==> config.mk <==
export PLATFORM = sky130hd
export DESIGN_NAME = drygascon_bdi_block_assembler_flat
export DESIGN_NICKNAME = d
export VERILOG_FILES = /design/src/rtl/drygascon_pkg.sv /design/src/rtl/drygascon_bdi_block_assembler_if.sv /design/src/rtl/drygascon_byte_masker.sv /design/src/rtl/drygascon_bdi_block_assembler.sv /design/src/flat_wrapper.sv
export SDC_FILE = /design/constraint.sdc
export NUM_CORES = 1
export LEC_CHECK = 0
export BUFFER_PORTS_ARGS = -buffer_cell sky130_fd_sc_hd__buf_2
export CAP_MARGIN = 40
export CORE_ASPECT_RATIO = 1.5
export CORE_MARGIN = 2
export CORE_UTILIZATION = 55
export DETAILED_ROUTE_END_ITERATION = 7
export PLACE_DENSITY = 0.95
export SKIP_LAST_GASP = 1
export SLEW_MARGIN = 40
export SYNTH_ARGS = -nofsm -noshare
export SYNTH_HDL_FRONTEND = slang
export SYNTH_SLANG_ARGS = --single-unit
export TNS_END_PERCENT = 5
==> constraint.sdc <==
create_clock -name clk -period 5.6 [get_ports clk]
set_input_delay 1.12 -clock clk [delete_from_list [all_inputs] [get_ports clk]]
set_output_delay 1.12 -clock clk [all_outputs]
set_load 0.005 [all_outputs]
==> src/rtl/drygascon_pkg.sv <==
// Shared widths, bdi segment types and FSM encoding for the DryGASCON256 bdi block assembler.
package drygascon_pkg;
  localparam int CCW       = 32;
  localparam int CCWdiv8   = CCW / 8;
  localparam int BLK_W     = 128;
  localparam int WPB       = BLK_W / CCW;
  localparam int BLK_BYTES = BLK_W / 8;
  localparam int CNT_W     = $clog2(WPB);
  localparam int NB_W      = $clog2(BLK_BYTES + 1);
  localparam int PC_W      = $clog2(CCWdiv8 + 1);

  localparam logic [7:0] PAD_BYTE = 8'h01;

  localparam logic [3:0] HDR_AD       = 4'b0001;
  localparam logic [3:0] HDR_PT       = 4'b0100;
  localparam logic [3:0] HDR_CT       = 4'b0101;
  localparam logic [3:0] HDR_HASH_MSG = 4'b0111;

  localparam logic [0:0] ST_FILL = 1'b0;
  localparam logic [0:0] ST_FULL = 1'b1;

  function automatic logic [PC_W-1:0] popcount_bytes(input logic [CCWdiv8-1:0] v);
    logic [PC_W-1:0] n;
    n = '0;
    for (int i = 0; i < CCWdiv8; i++) begin
      n = n + PC_W'(v[i]);
    end
    return n;
  endfunction
endpackage

==> src/rtl/drygascon_bdi_block_assembler_if.sv <==
// bdi input stream and assembled-block output bundled for the block assembler.
interface drygascon_bdi_block_assembler_if;
  import drygascon_pkg::*;

  logic [CCW-1:0]     bdi;
  logic               bdi_valid;
  logic               bdi_ready;
  logic [CCWdiv8-1:0] bdi_valid_bytes;
  logic [CCWdiv8-1:0] bdi_pad_loc;
  logic               bdi_eot;
  logic               bdi_eoi;
  logic [3:0]         bdi_type;
  logic [BLK_W-1:0]   blk_data;
  logic               blk_valid;
  logic               blk_ready;
  logic [NB_W-1:0]    blk_nbytes;
  logic               blk_padded;
  logic [3:0]         blk_type;
  logic               blk_eot;
  logic               blk_eoi;
  logic               err;

  modport slave (
    input  bdi, bdi_valid, bdi_valid_bytes, bdi_pad_loc, bdi_eot, bdi_eoi, bdi_type, blk_ready,
    output bdi_ready, blk_data, blk_valid, blk_nbytes, blk_padded, blk_type, blk_eot, blk_eoi, err
  );

  modport master (
    output bdi, bdi_valid, bdi_valid_bytes, bdi_pad_loc, bdi_eot, bdi_eoi, bdi_type, blk_ready,
    input  bdi_ready, blk_data, blk_valid, blk_nbytes, blk_padded, blk_type, blk_eot, blk_eoi, err
  );
endinterface

==> src/rtl/drygascon_byte_masker.sv <==
// Per-word byte cleanup: zero invalid bytes, force the pad byte, count valid bytes.
module drygascon_byte_masker
  import drygascon_pkg::*;
(
  input  logic [CCW-1:0]     word_i,
  input  logic [CCWdiv8-1:0] valid_bytes_i,
  input  logic [CCWdiv8-1:0] pad_loc_i,
  output logic [CCW-1:0]     word_o,
  output logic [PC_W-1:0]    nvalid_o,
  output logic               full_no_pad_o
);
  // Byte i of the word sits at the MSB end and is flagged by bit CCWdiv8-1-i.
  always_comb begin
    word_o = '0;
    for (int i = 0; i < CCWdiv8; i++) begin
      if (pad_loc_i[CCWdiv8-1-i]) begin
        word_o[CCW-1-8*i -: 8] = PAD_BYTE;
      end else if (valid_bytes_i[CCWdiv8-1-i]) begin
        word_o[CCW-1-8*i -: 8] = word_i[CCW-1-8*i -: 8];
      end else begin
        word_o[CCW-1-8*i -: 8] = 8'h00;
      end
    end
  end

  assign nvalid_o      = popcount_bytes(valid_bytes_i);
  assign full_no_pad_o = (&valid_bytes_i) && (pad_loc_i == '0);
endmodule

==> src/rtl/drygascon_bdi_block_assembler.sv <==
// Packs bdi words into padded 128-bit rate blocks for the DryGASCON256 core.
// Optional DRYGASCON_BLK_BYPASS_EN lets a word enter the next block during the block handshake.
module drygascon_bdi_block_assembler
  import drygascon_pkg::*;
(
  input logic                           clk,
  input logic                           rst,
  drygascon_bdi_block_assembler_if.slave bus
);
  logic [0:0]       state_q, state_d;
  logic [CNT_W-1:0] cnt_q, cnt_d;
  logic [BLK_W-1:0] data_q, data_d;
  logic [NB_W-1:0]  nbytes_q, nbytes_d;
  logic             padded_q, padded_d;
  logic [3:0]       type_q, type_d;
  logic             eot_q, eot_d;
  logic             eoi_q, eoi_d;
  logic             err_q, err_d;

  logic [CCW-1:0]   masked;
  logic [PC_W-1:0]  nvalid;
  logic             full_no_pad;
  logic             rdy, xfer, handshake, type_err, eoi_err, close;
  logic [CNT_W-1:0] slot;

  drygascon_byte_masker u_masker (
    .word_i        (bus.bdi),
    .valid_bytes_i (bus.bdi_valid_bytes),
    .pad_loc_i     (bus.bdi_pad_loc),
    .word_o        (masked),
    .nvalid_o      (nvalid),
    .full_no_pad_o (full_no_pad)
  );

`ifdef DRYGASCON_BLK_BYPASS_EN
  assign rdy = (state_q == ST_FILL) || bus.blk_ready;
`else
  assign rdy = (state_q == ST_FILL);
`endif

  assign handshake = (state_q == ST_FULL) && bus.blk_ready;
  assign xfer      = bus.bdi_valid && rdy;

  // Next-state: release on handshake first, so a bypassed word lands in a cleared block.
  always_comb begin
    state_d  = state_q;
    cnt_d    = cnt_q;
    data_d   = data_q;
    nbytes_d = nbytes_q;
    padded_d = padded_q;
    type_d   = type_q;
    eot_d    = eot_q;
    eoi_d    = eoi_q;
    err_d    = err_q;
    type_err = 1'b0;
    eoi_err  = 1'b0;
    close    = 1'b0;
    slot     = cnt_q;

    if (handshake) begin
      state_d  = ST_FILL;
      data_d   = '0;
      nbytes_d = '0;
      slot     = '0;
    end else begin
      slot     = cnt_q;
    end

    if (xfer) begin
      type_err = (slot != '0) && (bus.bdi_type != type_q);
      eoi_err  = bus.bdi_eoi && !bus.bdi_eot;
      close    = (slot == CNT_W'(WPB - 1)) || bus.bdi_eot || type_err || eoi_err;
      if (slot == '0) begin
        type_d = bus.bdi_type;
      end else begin
        type_d = type_q;
      end
      data_d[BLK_W-1-int'(slot)*CCW -: CCW] = masked;
      nbytes_d = nbytes_d + NB_W'(nvalid);
      err_d    = err_q || type_err || eoi_err;
      if (close) begin
        // A full unpadded word closing early still owes the block its pad byte.
        if (full_no_pad && (slot != CNT_W'(WPB - 1))) begin
          data_d[BLK_W-1-(int'(slot)+1)*CCW -: 8] = PAD_BYTE;
        end else begin
          data_d = data_d;
        end
        state_d  = ST_FULL;
        cnt_d    = '0;
        padded_d = (nbytes_d < NB_W'(BLK_BYTES));
        eot_d    = bus.bdi_eot;
        eoi_d    = bus.bdi_eoi;
      end else begin
        state_d  = ST_FILL;
        cnt_d    = slot + CNT_W'(1);
      end
    end else begin
      cnt_d = cnt_q;
    end
  end

  // State and block registers with synchronous active-low reset.
  always_ff @(posedge clk) begin
    if (!rst) begin
      state_q  <= ST_FILL;
      cnt_q    <= '0;
      data_q   <= '0;
      nbytes_q <= '0;
      padded_q <= 1'b0;
      type_q   <= 4'h0;
      eot_q    <= 1'b0;
      eoi_q    <= 1'b0;
      err_q    <= 1'b0;
    end else begin
      state_q  <= state_d;
      cnt_q    <= cnt_d;
      data_q   <= data_d;
      nbytes_q <= nbytes_d;
      padded_q <= padded_d;
      type_q   <= type_d;
      eot_q    <= eot_d;
      eoi_q    <= eoi_d;
      err_q    <= err_d;
    end
  end

  assign bus.bdi_ready  = rdy;
  assign bus.blk_valid  = (state_q == ST_FULL);
  assign bus.blk_data   = data_q;
  assign bus.blk_nbytes = nbytes_q;
  assign bus.blk_padded = padded_q;
  assign bus.blk_type   = type_q;
  assign bus.blk_eot    = eot_q;
  assign bus.blk_eoi    = eoi_q;
  assign bus.err        = err_q;
endmodule

==> src/flat_wrapper.sv <==
// flat-port wrapper written by rule: the top's interface ports become plain ports
module drygascon_bdi_block_assembler_flat import drygascon_pkg::*;
  (clk, rst, bus_bdi, bus_bdi_valid, bus_bdi_valid_bytes, bus_bdi_pad_loc, bus_bdi_eot, bus_bdi_eoi, bus_bdi_type, bus_blk_ready, bus_bdi_ready, bus_blk_data, bus_blk_valid, bus_blk_nbytes, bus_blk_padded, bus_blk_type, bus_blk_eot, bus_blk_eoi, bus_err);
  drygascon_bdi_block_assembler_if bus_i ();
  input logic clk;
  input logic rst;
  input wire logic [$bits(bus_i.bdi)-1:0] bus_bdi;
  input wire logic [$bits(bus_i.bdi_valid)-1:0] bus_bdi_valid;
  input wire logic [$bits(bus_i.bdi_valid_bytes)-1:0] bus_bdi_valid_bytes;
  input wire logic [$bits(bus_i.bdi_pad_loc)-1:0] bus_bdi_pad_loc;
  input wire logic [$bits(bus_i.bdi_eot)-1:0] bus_bdi_eot;
  input wire logic [$bits(bus_i.bdi_eoi)-1:0] bus_bdi_eoi;
  input wire logic [$bits(bus_i.bdi_type)-1:0] bus_bdi_type;
  input wire logic [$bits(bus_i.blk_ready)-1:0] bus_blk_ready;
  output wire logic [$bits(bus_i.bdi_ready)-1:0] bus_bdi_ready;
  output wire logic [$bits(bus_i.blk_data)-1:0] bus_blk_data;
  output wire logic [$bits(bus_i.blk_valid)-1:0] bus_blk_valid;
  output wire logic [$bits(bus_i.blk_nbytes)-1:0] bus_blk_nbytes;
  output wire logic [$bits(bus_i.blk_padded)-1:0] bus_blk_padded;
  output wire logic [$bits(bus_i.blk_type)-1:0] bus_blk_type;
  output wire logic [$bits(bus_i.blk_eot)-1:0] bus_blk_eot;
  output wire logic [$bits(bus_i.blk_eoi)-1:0] bus_blk_eoi;
  output wire logic [$bits(bus_i.err)-1:0] bus_err;
  assign bus_i.bdi = bus_bdi;
  assign bus_i.bdi_valid = bus_bdi_valid;
  assign bus_i.bdi_valid_bytes = bus_bdi_valid_bytes;
  assign bus_i.bdi_pad_loc = bus_bdi_pad_loc;
  assign bus_i.bdi_eot = bus_bdi_eot;
  assign bus_i.bdi_eoi = bus_bdi_eoi;
  assign bus_i.bdi_type = bus_bdi_type;
  assign bus_i.blk_ready = bus_blk_ready;
  assign bus_bdi_ready = bus_i.bdi_ready;
  assign bus_blk_data = bus_i.blk_data;
  assign bus_blk_valid = bus_i.blk_valid;
  assign bus_blk_nbytes = bus_i.blk_nbytes;
  assign bus_blk_padded = bus_i.blk_padded;
  assign bus_blk_type = bus_i.blk_type;
  assign bus_blk_eot = bus_i.blk_eot;
  assign bus_blk_eoi = bus_i.blk_eoi;
  assign bus_err = bus_i.err;
  drygascon_bdi_block_assembler u_core (.clk(clk), .rst(rst), .bus(bus_i));
endmodule
# Word level (Yosys, flattened, before mapping)
# Index checks and enable logic that the tools add are counted.
# op_classes
shift,4
addsub,10
bitwise,1
n_eq_ne,3
n_lt_le_gt_ge,1
mux,21
reduce_logical,19
# op_table
op,count
$mux W128,4
$bwmux W128,2
$shift A32 B33 Y159 const A,1
$shiftx A32 B33 Y159,1
$shift A8 B33 Y135 const A,1
$shiftx A8 B33 Y135 const A,1
$neg A32 Y33,2
$mux W8,8
$sub A8 B32 Y32 const A,1
$mux W5,2
$sub A7 B7 Y8 const A,1
$logic_and A1 B1 Y1,6
$add A5 B3 Y5,1
$logic_or A1 B1 Y1,5
$lt A5 B5 Y1 const B,1
$logic_not A4 Y1,1
$mux W2,2
$ne A4 B4 Y1,1
$reduce_and A2 Y1,2
$reduce_and A4 Y1,1
$reduce_bool A2 Y1,2
$add A2 B1 Y3,1
$add A2 B1 Y3 const B,1
$add A3 B1 Y3,1
other kinds (8),10
# totals
inputBits,50
regBits,144
word_cells,68
output_inout_bits,143

# Depth between registers and ports, before layout
# Gate-level depths: netlist (run 1).
# logic_depth
ltp_word,10
depth_mapped,11
mapped_depth_nobuf,9

# Hierarchy
# From an unflattened synthesis (run 1), not the netlist that was laid out.
# unflattened
hier_cells,706
hier_area_um2,5813.1
# by_module_without_submodules
mod,seq_area_each_um2,area_each_um2,instances,cells_each
drygascon_bdi_block_assembler,2882.8,5464.0,1,659
drygascon_byte_masker,0.0,349.1,1,47

# Least setup slack after synthesis (run 1)
# OpenSTA, ideal clock, no wires.
# synth_path
path_kind,input-to-reg
start,in bus_blk_ready
end,reg u_core.nbytes_q[4] (netlist: u_core.bus.blk_nbytes[4])
n_path_buf,2
arrival_ns,2.773
path_slack_ns,2.711
cell_stages,11
cell_sequence,nand2_1 -> buf_2 -> buf_1 -> nand2_1 -> fa_1 -> inv_1 -> fa_1 -> nand3_1 -> nor2_1 -> xor2_1 -> and3_1
# synth_between
elab_chain_len,4
# synth_rtl
item,line,source
from (decl),flat_wrapper.sv:14,input wire logic [$bits(bus_i.blk_ready)-1:0] bus_blk_ready;
$logic_and A1 B1 Y1 (*),drygascon_bdi_block_assembler.sv:41,assign handshake = (state_q == ST_FULL) && bus.blk_ready;
$mux W5 (*),drygascon_bdi_block_assembler.sv:60,if (handshake) begin
$add A5 B3 Y5,drygascon_bdi_block_assembler.sv:79,nbytes_d = nbytes_d + NB_W'(nvalid);
$mux W5 (*),drygascon_bdi_block_assembler.sv:69,if (xfer) begin
to (signal assigned),drygascon_bdi_block_assembler.sv:118,nbytes_q <= nbytes_d;
to (decl),drygascon_bdi_block_assembler.sv:13,"logic [NB_W-1:0] nbytes_q, nbytes_d;"
# Every way passes the cells marked *; elsewhere a longest branch is shown, timed or not.
# A chain may end at the register's enable or synchronous reset.

# Final worst setup path (run 1)
# layout_path
start,in bus_bdi_valid
end,reg u_core.data_q[24] (netlist: u_core.bus.blk_data[24])
# layout_between
elab_chain_len,2
# layout_rtl
item,line,source
from (decl),flat_wrapper.sv:8,input wire logic [$bits(bus_i.bdi_valid)-1:0] bus_bdi_valid;
$logic_and A1 B1 Y1,drygascon_bdi_block_assembler.sv:42,assign xfer = bus.bdi_valid && rdy;
$mux W128,drygascon_bdi_block_assembler.sv:69,
to (signal assigned),drygascon_bdi_block_assembler.sv:117,data_q <= data_d;
to (decl),drygascon_bdi_block_assembler.sv:12,"logic [BLK_W-1:0] data_q, data_d;"
# Every way passes these cells.

==> metrics.txt, run 1 <==
layout cells sized above 1 27.0%; critical path fanouts, max 39; LEAKAGE 3.44 nW; IO Pins 193; vias per cell 5.48; Final WS setup 2810 ps; DR WL/cell 15.9 um; worst path bufs/invs 2; postcts setup bufs 0; worst relative slew slack 47.3%; share of the synthesized area in the top cell type 47.5%; port buffer count 192; Design Power 2.39 mW; Mapped Cells 723; register area share after synthesis 47.5%; Max VDD drop 0.212 mV; largest cells by area after synthesis dfxtp_1 (47%), and2_1 (10%), nand3_1 (9.1%); Post-CTS Resized 0; Hold-fix buffers, CTS 0; count leader, synth dfxtp_1; CTS max path bufs 2; crit path max-delay cell type nor2b_2; Mean Syn Cell Area 8.40 um2; CTS tree built; clk slew on worst S/H paths 60 ps; Fill cells 820; Yosys warning total 0; Final Net Count 933; largest area contributor in the netlist dfxtp_1; hold_ws 468 ps; PwrDens 316 nW/um2; Mapped Nets 778; Die Height 133 um; Arrival @ worst endpoint 3090 ps; Final setup violation count 0; status finished clean; CP required 5900 ps; initial DRC count 310; critical path's largest stage delay 510 ps; # DRC 0; core box area 10900 um2; Sinks on Clock Net 144; Final TNS setup 0 ps; count of different cell masters after synthesis 52; total grt overflow 0; dominant synthesized flop cell dfxtp_1; final hold vios 0; Post-synth top cells dfxtp_1 (144), nand3_1 (111), and2_1 (100); ys async rst share 0%; unrepaired setup endpoints after global routing false; Die Width 89.8 um; vias in the first global route 5333; Post-Route WL 16500 um; # diodes 0; CTS Root Cell clkbuf_16; Slew Viols, Final 0; gpl congestion 0.855; Cell Rows 47; All-Layer GR Usage 26.9%; Post-synth EDFFs 0; Fmax 0.358 GHz; Setup Slack @ Placement 2410 ps; total number of vias 5686; Critical Path, Cell by Cell buf_2 -> nor2b_2 -> nand3_2 -> buf_4 -> nand3_1 -> o221ai_1 -> and2_1; Skew-Pair Late Insertion Delay 410 ps; DP Wirelength 10800 um; initial antenna violation count 0; H-Tree Depth 4; first-pass GRT wire length 25900 um; CP endpoint kind flop; Syn-to-layout area delta 24.7%; minimum clock period 2790 ps; Final period util 49.9%; Least-Margin Pin Slew 791 ps; Crit path max-delay family simple AND/OR/NAND/NOR gates; Fin Clk Skew 13.1 ps; Initial Utilization 55.8%; synthesized flop and latch total 144; die area 11900 um2; Mapped Area 6070 um2; total CTS buffers 17; CP Class in -> reg; antenna-violating nets left 0; type of origin of the critical path input pin; Hold Path Class reg -> reg; Pre-antenna DRT Iters 4; largest net degree at the start of global routing 82; max cap viols 0
## metrics by stage
step           instances  cell area (um2)  utilization [%]
2_1_floorplan        723             6070                -
3_3_place_gp        1006             6950             63.9
3_5_place_dp        1006             6960             64.0
4_1_cts             1038             7570             69.6
5_1_grt             1038             7570             69.6
6_report            1038             7570             69.6
## layer usage
metal	global-route usage (%)	wire length, um
met1	30.1	6410
met2	47.3	8610
met3	5.47	753
met4	15.8	677
met5	0	0
## path summary, 6_finish.rpt
check | start | endpoint | slack (ps) | cells after the start
max | bus_bdi_valid | u_core.bus.blk_data[24] | 2810 | 7
min | u_core.bus.blk_padded | u_core.bus.blk_padded | 470 | 2
max reg2reg | u_core.bus.blk_valid | u_core.bus.blk_data[24] | 3260 | 6
min reg2reg | u_core.bus.blk_padded | u_core.bus.blk_padded | 470 | 2
## sequential cells by signal (all words and copies together), names as in the netlist
register and count:
u_core.bus.blk_padded 1, u_core.bus.blk_eot 1, u_core.bus.blk_valid 1, u_core.bus.blk_nbytes 5, u_core.bus.blk_type 4, u_core.cnt_q 2
u_core.bus.blk_data 128, u_core.bus.err 1, u_core.bus.blk_eoi 1
## placed cells by master, fill, tap and decap left out, types with 4 or more instances in the layout
cell / count
buf_2: 192
dfxtp_1: 144
nand3_1: 111
and2_1: 100
o21ai_0: 83
nand2_1: 63
nor2_1: 47
a21boi_0: 17
clkbuf_16: 17
a31oi_1: 15
o21ai_1: 14
a21oi_1: 11
nor2b_1: 5
xnor2_1: 5
inv_1: 4
## worst min-delay path: stages (launching register included)
cell	delay [ps]
dfxtp_1	320
nand2_1	50
mux2i_1	50
## cell families after synthesis
logic type | share of synthesized area (%)
compound gates | 15.3
flops | 47.5
simple gates | 29.4
mux | 0.165
xor+xnor | 1.15
fa+ha+maj | 1.40
buf+inv | 5.21
## area by class of cell
cell class,count,area [um2],share of cell area (%)
sequential,144,2880,38.1
timing repair buffer,195,983,13.0
clock inverter,12,155,2.05
inverter,4,15.0,0.198
tap,147,184,2.43
multi-input combinational,516,2900,38.3
clock buffer,20,457,6.03
## report_power, final
part | switching, mW | internal (mW) | leakage (nW) | total [mW]
logic | 0.107 | 0.0578 | 1.98 | 0.165
registers | 0.0117 | 1.04 | 1.16 | 1.05
clock network | 0.445 | 0.728 | 0.297 | 1.17
No activity file was read; power rests on OpenSTA's default activity.
==> run 2, diff against run 1 <==
Settings changed: ABC_AREA set to 1, CORE_UTILIZATION 55 to 46, PLACE_DENSITY 0.95 to 0.86.
Clock period 5.6 ns to 2.4 ns, I/O delays scaled along.
==> run 2 against run 1 <==
Count of clock-buffer cells in the layout shrank 2. Power increased to 2.5 times the previous value. Worst hold slack worse by 170 ps. Register-to-register slack worse by 2800 ps. Sequential power up 140%. Critical path type unchanged.
==> metrics.txt, run 2 <==
Initial Utilization 46.9% (-9.0 points); Max VDD drop 0.433 mV (+100%); synthesized flop and latch total 144 (unchanged); share of the synthesized area in the top cell type 47.5% (about the same); All-Layer GR Usage 24.6% (-2.4 points); Seq pwr share 42.0% (-2.0 points); largest net degree at the start of global routing 53 (-35%); Mapped Nets 814 (+4.6%); Post-Route WL 17700 um (+7.4%); Yosys warning total 0 (unchanged); Storage cell area 2880 um2 (unchanged); total CTS buffers 17 (unchanged); initial antenna violation count 0 (unchanged); area of the multi-input gates 2630 um2 (-9.4%); layout cells sized above 1 30.9% (+3.8 points); Die Width 97.8 um (+8.9%); initial DRC count 371 (+20%); final hold vios 0 (unchanged); Arrival @ worst endpoint 2320 ps (-770 ps); count of different cell masters after synthesis 36 (-31%); Fmax 0.498 GHz; commonest non-fill, non-tap cell in the layout buf_2; path depth of the worst reg2reg path 10 (+4); ys async rst share 0% (unchanged); H-Tree Depth 4 (unchanged); P_int 4.47 mW (+140%); Hold-fix buffers, CTS 0 (unchanged); Final setup violation count 0 (unchanged); DP Wirelength 12600 um (+17%); Hold Path Class in -> reg; commonest non-fill, non-tap cells in the layout buf_2 (192), nand2_1 (162), dfxtp_1 (144), a21oi_1 (127), inv_1 (68); Largest register FFs 128 (unchanged); vias per cell 5.33 (-2.7%); Post-CTS Resized 0 (unchanged); type of origin of the critical path input pin; minimum clock period 2010 ps; Slew Viols, Final 0 (unchanged); Fill cells 1170 (+43%); Clk pwr share 47.5% (-1.6 points); total grt overflow 0 (unchanged); CP Class in -> reg; Mapped Area 6070 um2 (about the same); Cell Rows 51 (+8.5%); hold path cells 3 (+1); combinational share of power 10.5% (+3.6 points); Fin Clk Skew 6.25 ps (-6.80 ps); LEAKAGE 3.65 nW (+6.2%); Pre-antenna DRT Iters 5 (+1); CP endpoint kind flop; worst relative slew slack 61.1% (+14 points); Least-Margin Pin Slew 581 ps (-210 ps); Skew-Pair Late Insertion Delay 420 ps (about the same); CTS Root Cell clkbuf_16; largest area contributor in the netlist dfxtp_1; CP required 2710 ps (-3190 ps); Final Net Count 991 (+6.2%); # DRC 0 (unchanged); dominant synthesized flop cell dfxtp_1; Design Area, Final 7790 um2 (+2.8%); # diodes 0 (unchanged); Mean Syn Cell Area 8.00 um2 (-4.8%); Sw Pwr 1.52 mW (+170%); max cap viols 0 (unchanged); DP Area 7150 um2 (+2.7%); Syn-to-layout area delta 28.3%; postcts setup bufs 0 (unchanged); Post-synth top cells nand2_1 (162), dfxtp_1 (144), a21oi_1 (127); placed cell count 1076 (+7.0%); port buffer count 192 (unchanged); Post-synth EDFFs 0 (unchanged); CTS max path bufs 2 (unchanged); total number of vias 5904 (+3.8%); antenna-violating nets left 0 (unchanged); IO Pins 193 (unchanged); status finished clean; largest cells by area after synthesis dfxtp_1 (47%), a21oi_1 (10%), nand2_1 (10%); clk slew on worst S/H paths 60 ps (about the same); switching share of power 25.3% (+1.7 points); Layout Cells excl Fill 1108 (+6.7%); count leader, synth nand2_1; register area share after synthesis 47.5% (about the same); Mapped Cells 759 (+5.0%); PwrDens 769 nW/um2 (+140%); gpl congestion 0.855 (about the same); critical path fanouts, max 2 (-95%); Final period util 83.7%; Die Height 145 um (+9.0%); first-pass GRT wire length 27600 um (+6.9%); Sinks on Clock Net 144 (unchanged); die area 14100 um2 (+19%); vias in the first global route 5485 (+2.9%); core box area 13000 um2 (+19%); CTS tree built; unrepaired setup endpoints after global routing false; DR WL/cell 15.9 um (+0.58%)
## run 2: cell count changes after synthesis, sizes merged, moves of 7 or more
cell	before	now
nor2b	7	0
nand2	66	168
nand3	112	49
a211oi	1	40
and2	100	0
a21oi	11	127
inv	4	74
nor2	48	30
a31oi	15	1
a21boi	18	0
o21ai	98	48
nand4	1	9
## run 2: final cells by class
type | instances | area share [%]
Clock buffer | 18 | 5.64
Sequential cell | 144 | 37.0
Inverter | 74 | 3.61
Timing Repair Buffer | 212 | 14.9
Multi-Input combinational cell | 487 | 33.7
Clock inverter | 14 | 2.57
Tap cell | 159 | 2.55
## run 2: layer usage
metal	vias up	wire [um]	global-route usage, %	part of all wire, %
met4	0	669	11.9	3.8
met3	53	1110	5.04	6.3
li1	2889	-	-	-
met2	257	8840	42.4	50
met1	2705	7040	29.3	40
met5	-	0	0	0
## run 2: path summary, 6_finish.rpt
kind / from / end / slack (ps)
max: bus_bdi_valid_bytes[0] / u_core.bus.blk_padded / 390
min: bus_bdi_eot / u_core.bus.blk_eot / 300
max reg2reg: u_core.bus.blk_valid / u_core.bus.blk_padded / 470
min reg2reg: u_core.bus.blk_data[81] / u_core.bus.blk_data[81] / 460
## run 2: metrics by stage
stage	power, mW	utilization [%]	hold slack (ps)	setup slack, ps	setup TNS (ps)
after CTS	6.02	60.1	295	384	0
final	5.99	60.1	302	392	0
after floorplan	2.95	-	456	102	0
after global placement	3.18	55.2	445	-19.5	-37.0
after detailed placement	3.19	55.2	449	-57.5	-143
after global routing	6.19	60.1	331	262	0
## run 2: power by group through the flow
stage / combinational, mW / sequential (mW) / clock (mW)
2_1_floorplan: 0.386 / 2.56 / 0
3_3_place_gp: 0.612 / 2.56 / 0
3_5_place_dp: 0.623 / 2.57 / 0
4_1_cts: 0.628 / 2.51 / 2.87
5_1_grt: 0.692 / 2.52 / 2.98
6_report: 0.626 / 2.52 / 2.85
## run 2: kinds of logic after synthesis
kind of cell | synth area share, %
xor+xnor | 0.144
flops | 47.5
fa+ha+maj | 1.40
buf+inv | 9.34
compound gates | 22.4
simple gates | 19.2
## run 2: critical path: stages
cell	delay, ps
buf_2	120
fa_1	530
inv_1	60
fa_1	390
inv_1	90
fa_1	190
nand3_1	100
xor2_1	170
nand3_1	90
nand2_1	70
nor2_1	40
